[src/rtl/cordic_mux_arbiter.sv]
`default_nettype none
// ============================================================================
//  Module   : cordic_mux_arbiter
//  Purpose  : Round-robin arbiter that shares one fixed-latency CORDIC
//             add/sub datapath among three requesters. It drives the select
//             of the upstream 3:1 operand mux, follows every issued operation
//             through the shared unit, and returns a done pulse to the owner.
//             A requester may keep the unit for a bounded burst of
//             back-to-back iterations.
//  Revision : 1.0  initial release
// ----------------------------------------------------------------------------
//  Parameters
//    LAT          latency of the shared unit, grant cycle to result cycle (>=1)
//    MAX_BURST    max consecutive grants one owner may hold while others wait
//  Ports
//    clk          clock, rising edge
//    rst          synchronous reset, active-high (dominates everything)
//    req_i[3]     requester i has an operand waiting on mux channel ch_i
//    hold_i[3]    current owner asks to keep the grant next cycle
//    flush_i      drop every in-flight operation and the pending grant
//    sel_mux_o[2] operand mux select: 00=zero, 01=ch_0, 10=ch_1, 11=ch_2
//    grant_o[3]   one-hot grant, grant_o[i] <=> sel_mux_o == i+1
//    unit_valid_o shared unit consumes a valid operand this cycle
//    done_o[3]    one-hot pulse: result for requester i is on the unit output
//    busy_o       unit_valid_o or any operation still in flight
// ============================================================================
module cordic_mux_arbiter #(
    parameter int LAT       = 2,
    parameter int MAX_BURST = 4
) (
    input  logic       clk,
    input  logic       rst,
    input  logic [2:0] req_i,
    input  logic [2:0] hold_i,
    input  logic       flush_i,
    output logic [1:0] sel_mux_o,
    output logic [2:0] grant_o,
    output logic       unit_valid_o,
    output logic [2:0] done_o,
    output logic       busy_o
);

    // burst_cnt counts extra grants beyond the first, so it tops out at
    // MAX_BURST-1.
    localparam int               CNT_W     = (MAX_BURST > 1) ? $clog2(MAX_BURST) : 1;
    localparam logic [CNT_W-1:0] BURST_LIM = CNT_W'(MAX_BURST - 1);

    logic [1:0]       sel_q,       sel_d;
    logic [2:0]       grant_q,     grant_d;
    logic [CNT_W-1:0] burst_cnt_q, burst_cnt_d;
    logic [1:0]       last_q,      last_d;

    // Tag pipeline: mux codes of issued operations, oldest at index LAT-1.
    logic [1:0]       tag_q [LAT];

    logic [1:0]       scan [3];
    logic             rr_found;
    logic [1:0]       rr_idx;
    logic             burst_keep;

    // grant_q is one-hot, so the AND picks out the owner's req/hold bits.
    assign burst_keep = (|(grant_q & req_i & hold_i)) && (burst_cnt_q < BURST_LIM);

    // Round-robin search order starts just after the last winner.
    always_comb begin
        case (last_q)
            2'd0: begin
                scan[0] = 2'd1;
                scan[1] = 2'd2;
                scan[2] = 2'd0;
            end
            2'd1: begin
                scan[0] = 2'd2;
                scan[1] = 2'd0;
                scan[2] = 2'd1;
            end
            default: begin
                scan[0] = 2'd0;
                scan[1] = 2'd1;
                scan[2] = 2'd2;
            end
        endcase

        rr_found = 1'b0;
        rr_idx   = 2'd0;
        // Walk from lowest to highest priority so the highest one wins.
        for (int k = 2; k >= 0; k--) begin
            if (req_i[scan[k]]) begin
                rr_found = 1'b1;
                rr_idx   = scan[k];
            end
        end
    end

    // Next grant decision. The previous owner sits last in the scan order, so
    // a round-robin win by the same owner only happens when nobody else asks;
    // every round-robin win therefore restarts the burst count.
    always_comb begin
        sel_d       = 2'b00;
        grant_d     = 3'b000;
        burst_cnt_d = '0;
        last_d      = last_q;

        if (flush_i) begin
            // Idle for one cycle; last pointer is kept.
        end else if (burst_keep) begin
            sel_d       = sel_q;
            grant_d     = grant_q;
            burst_cnt_d = burst_cnt_q + CNT_W'(1);
        end else if (rr_found) begin
            sel_d   = rr_idx + 2'd1;
            grant_d = 3'b001 << rr_idx;
            last_d  = rr_idx;
        end
    end

    always_ff @(posedge clk) begin
        if (rst) begin
            sel_q       <= 2'b00;
            grant_q     <= 3'b000;
            burst_cnt_q <= '0;
            last_q      <= 2'd2;
        end else begin
            sel_q       <= sel_d;
            grant_q     <= grant_d;
            burst_cnt_q <= burst_cnt_d;
            last_q      <= last_d;
        end
    end

    // The code granted in cycle c enters stage 0 at the end of c and reaches
    // stage LAT-1 in cycle c+LAT, which is when its result leaves the unit.
    always_ff @(posedge clk) begin
        if (rst || flush_i) begin
            for (int i = 0; i < LAT; i++) begin
                tag_q[i] <= 2'b00;
            end
        end else begin
            tag_q[0] <= sel_q;
            for (int i = 1; i < LAT; i++) begin
                tag_q[i] <= tag_q[i-1];
            end
        end
    end

    assign sel_mux_o    = sel_q;
    assign grant_o      = grant_q;
    assign unit_valid_o = |sel_q;

    always_comb begin
        done_o = 3'b000;
        case (tag_q[LAT-1])
            2'b01:   done_o = 3'b001;
            2'b10:   done_o = 3'b010;
            2'b11:   done_o = 3'b100;
            default: done_o = 3'b000;
        endcase
    end

    always_comb begin
        busy_o = |sel_q;
        for (int i = 0; i < LAT; i++) begin
            busy_o = busy_o | (|tag_q[i]);
        end
    end

endmodule
`default_nettype wire

[config.mk]
export PLATFORM = sky130hd
export DESIGN_NAME = cordic_mux_arbiter
export DESIGN_NICKNAME = d
export VERILOG_FILES = /design/src/rtl/cordic_mux_arbiter.sv
export SDC_FILE = /design/constraint.sdc
export NUM_CORES = 1
export LEC_CHECK = 0
export CAP_MARGIN = 10
export CORE_MARGIN = 3
export CORE_UTILIZATION = 23
export CTS_BUF_LIST = sky130_fd_sc_hd__clkbuf_4
export DETAILED_ROUTE_END_ITERATION = 8
export GPL_TIMING_DRIVEN = 0
export PLACE_DENSITY = 0.53
export SYNTH_ARGS = -nofsm -noshare
export SYNTH_HDL_FRONTEND = slang
export SYNTH_SLANG_ARGS = --single-unit
[constraint.sdc]
create_clock -name clk -period 1.7 [get_ports clk]
set_input_delay 0.17 -clock clk [delete_from_list [all_inputs] [get_ports clk]]
set_output_delay 0.17 -clock clk [all_outputs]
set_load 0.05 [all_outputs]
-- Word-level counts from Yosys, hierarchy flattened
Memory sizes are Yosys's and may differ from the RTL's.
Cells that the tools add are included.
- output and inout bits: 10
- word-level logic and storage cells: 55
- bits in registers: 9
- memories kept: 1
- RAM bits: 4
- memories (name ; words ; width ; read ports ; clocked after Yosys merged registers in ; write ports ; RTL line ; RTL):
    tag_q ; 2 ; 2 ; 2 ; 0 ; 2 ; 54 ; logic [1:0] tag_q [LAT];
- mux-type cells: 21
- equal/unequal tests: 4
- reduce and logical (&&, ||, !) cells: 10
- shift operators: 1
- add/subtract/negate cells: 2
- $lt $le $gt $ge: 4
- bitwise logic cells: 8
- operators by type and width (cell ; number):
    $mux W2 ; 6
    $pmux W6 S2 ; 1
    $lt A2 B3 Y1 const B ; 3
    $mux W1 ; 9
    $pmux W3 S3 ; 1
    $reduce_or A2 Y1 ; 4
    $and A3 B3 Y3 ; 2
    $bmux W1 S2 ; 3
    $reduce_or A3 Y1 ; 2
    $add A2 B1 Y2 const B ; 2
    $eq A2 B1 Y1 const B ; 2
    $eq A2 B2 Y1 const B ; 2
    $or A1 B1 Y1 ; 4
    $mux W3 ; 1
    $reduce_and A3 Y1 ; 1
    $shl A1 B2 Y3 const A ; 1
    $logic_not A2 Y1 ; 1
    $lt A2 B2 Y1 const B ; 1
    $not A1 Y1 ; 2
    $logic_and A1 B1 Y1 ; 1
    $logic_or A1 B1 Y1 ; 1

-- Depth between registers and ports, before layout
- word-level depth: 9
- gate-level depth with buffers: 6
- mapped depth without buffers: 6

-- Least setup slack after synthesis
Ideal clock, no wire load.
- kind: register -> register
- start point: reg grant_q[2], in the netlist grant_o[2]
- end point: reg last_q[1]
- clock period less this slack: 1.796 ns
- path buffers: 1
- setup slack: -0.096 ns
- cell stages (with the launch flop): 6
- arrival time: 1.661 ns
- cells stage by stage: dfxtp_1 and4b_2 or4_4 buf_6 o21ai_0 o311ai_1
- word-level cells in the longest chain between the ends: 6
- ends and longest elaborated chain (item ; RTL line ; RTL):
    start: declaration ; 49 ; logic [2:0] grant_q, grant_d;
    start signal: assignment ; 125 ; grant_q <= grant_d;
    $and A3 B3 Y3 (2 in a row) ; 62 ; assign burst_keep = (|(grant_q & req_i & hold_i)) && (burst_cnt_q < BURST_LIM);
    $reduce_or A3 Y1 ; 62 ;
    $logic_and A1 B1 Y1 ; 62 ;
    $not A1 Y1 (no source line) ; -- ;
    $reduce_and A3 Y1 (no source line) ; -- ;
    end signal: assignment ; 127 ; last_q <= last_d;
    end: declaration ; 51 ; logic [1:0] last_q, last_d;
Every way passes these cells.
A chain may end at the register's enable or synchronous reset.

-- Final worst setup path
- start point: reg burst_cnt_q[1]
- end point: reg grant_q[1], in the netlist grant_o[1]
- word-level cells in the longest chain between the ends: 2
- ends and longest elaborated chain (item ; RTL line ; RTL):
    start: declaration ; 50 ; logic [CNT_W-1:0] burst_cnt_q, burst_cnt_d;
    start signal: assignment ; 126 ; burst_cnt_q <= burst_cnt_d;
    $lt A2 B2 Y1 ; 62 ;
    $logic_and A1 B1 Y1 ; 62 ;
Every way passes these cells.

==> flow_summary.toml <==
[run_status]
status = "complete, but fails checks"
violations = "negative setup slack"

[place]
dp_slack_ns = -0.301
port_buffers = 18
dp.cells = 105
hpwl_um = 977
place_congestion = 0.723

[timing]
holdWs_ns = 0.428
drv_slew = 0
finClkSkew_ns = 0.000662
finalCritPeriodShare_pct = 102
max_slew_margin_pct = 66.2
layout_setup_ws_ns = -0.0402
fin_crit_ns = 1.74
setup_viol = 5
setup_tns_ns = -0.139
worst_slew_pin_slew_ns = 0.502
hold_violations = 0
fmax_mhz = 575
rsz0062_at_grt = "yes"

[clock_network]
cts.sinks = 13
ctsHtreeMaxLevel = 1
hold_buffers = 0
clock_latency_ns = 0.26
cts_tree = "done"
numCtsBuffers = 3
clockBufferDepth = 2
clk_pin_slew_ns = 0.08
cts_root_buf = "clkbuf_4"

[global_routing]
globalRouteOverflowTotal = 0
grt_pass1_vias = 495
antenna_found_initial = 0
grt_first_pass_wirelength_mm = 2.14
gr-usage-all-layers_pct = 8.08
grt_max_degree = 8

[layout]
multi_input_area_um2 = 332
layout.nets = 97
stdcell_count = 111
seqCellArea_um2 = 267
mostFrequentLayoutCells = "13 x clkdlybuf4s50_1, 8 x dfxtp_1, 6 x and2_1"
syn_to_final_growth_pct = 45.9
final_common_cell = "clkdlybuf4s50_1"
fillers = 256
antenna_cells = 0
layout-drive-gt1-share_pct = 25.3

[power]
ir_drop_mv = 0.382
pwr-share-comb_pct = 20.8
pwr-share-seq_pct = 48.8
p_per_area_mw_per_mm2 = 758
switching_share_pct = 28.0
p_leak_uw = 0.000401
switchingPower_uw = 187
internal_power_uw = 479
power_frac_clock_pct = 30.4

[job]
cap_violations = 0

[logic_synthesis]
yosysWarnings = 0
synth_seq_area_share_pct = 43.2
syn_nets = 72
ys_types = 24
synth-seq-cells = 13
avgSynthCellArea_um2 = 10.2
syn_area_um2 = 602
syn_inst = 59

[worst_setup_path]
crit_path_end_kind = "flip-flop"
crit_arrival_ns = 1.95
critPathKind = "reg2reg"
path_max_fanout = 6
worst_ep_required_time_ns = 1.91
start_kind = "flip-flop"

[floorplan]
num_rows = 17
die_y_um = 57.2
ios = 19
die_x_um = 57.2
die_area_mm2 = 0.00327
core_mm2 = 0.00234
start_util_pct = 25.7

[drt]
wl_mm = 1.26
dr.pass1.iters = 2
ant_nets = 0
first_iter_violations = 3
drc = 0
vias_per_cell = 4.60
wl_per_cell_um = 11.3
vias = 511

[worst_hold_path]
min_path_type = "reg2reg"
[power by group through the flow]
stage / Combinational, uW / Clock, uW / Sequential, uW
floorplan: 66.7 / 0 / 349
global placement: 142 / 0 / 332
detailed placement: 142 / 0 / 332
CTS: 135 / 209 / 325
global route: 149 / 225 / 327
finish: 138 / 203 / 325
[registers in the layout, summed over array words and instances, names as in the netlist]
register and flops:
tag_q 4, grant_o 3, burst_cnt_q 2, last_q 2, sel_mux_o 2
[cells in the mapped netlist, drive strengths merged]
cell type  instances  area [um^2]
or2                1         6.26
inv                5         18.8
ha                 4         50.1
nand2b             1         6.26
a22o               4         37.5
and2               6         37.5
a32o               1         10.0
a21oi              2         10.0
nor3               2         21.3
o211ai             1         7.51
nor2               4         15.0
dfxtp             13          260
nor2b              3         18.8
or4                1         11.3
o41ai              1         8.76
o21ai              3         15.0
buf                1         11.3
o31a               1         10.0
o311ai             1         8.76
nor4               1         6.26
and4b              3         31.3
[layout make-up]
cell class	count	share of cell area (%)
multi-input combinational	40	37.7
sequential	13	30.3
timing repair buffer	21	22.4
tap	28	3.99
clock buffer	4	3.42
inverter	5	2.14
[what timing repair did]
item / 4_1_cts / 5_1_grt
endpoints found under the setup margin: 12 / 6
gates resized for setup: 9 / 2
setup buffers: 1 / 2
pin swaps: 7 / 3
[kinds of logic (layout without fill, tap and decap cells)]
| logic type | count (synthesis) | in the layout | synth area share, % |
|---|---|---|---|
| compound gates | 14 | 14 | 17.9 |
| simple gates | 22 | 22 | 25.6 |
| flops | 13 | 13 | 43.2 |
| buf+inv | 6 | 30 | 4.99 |
| fa+ha+maj | 4 | 4 | 8.32 |
[worst paths after layout]
check,startpoint,endpoint,slack [ns],depth (start not counted)
worst min-delay path,burst_cnt_q[0],burst_cnt_q[0],0.43,1
worst min register to register,burst_cnt_q[0],burst_cnt_q[0],0.43,1
worst max register to register,burst_cnt_q[1],grant_o[1],-0.04,5
worst max-delay path,burst_cnt_q[1],grant_o[1],-0.04,5
[worst max-delay path: stages, from the launching register on]
cell,delay (ns)
dfxtp_2,0.35
ha_4,0.13
and4b_1,0.21
or4_4,0.59
nor3_4,0.22
a22o_2,0.19
[layer usage]
layer  wire length [um]  track usage, %  vias to the layer above
met3                 97            2.26                        0
met1                610            9.82                      236
met5                  0               0                        -
met2                547            14.0                       16
li1                   -               -                      259
met4                  0            1.99                        0
[through the flow]
stage               util [%]  power [uW]  area, um^2
finish                  37.5         666         878
global route            37.5         701         878
CTS                     36.6         669         856
detailed placement      35.1         474         821
global placement        35.1         474         821
floorplan                  -         416         606
(Power assumes the default switching activity.)
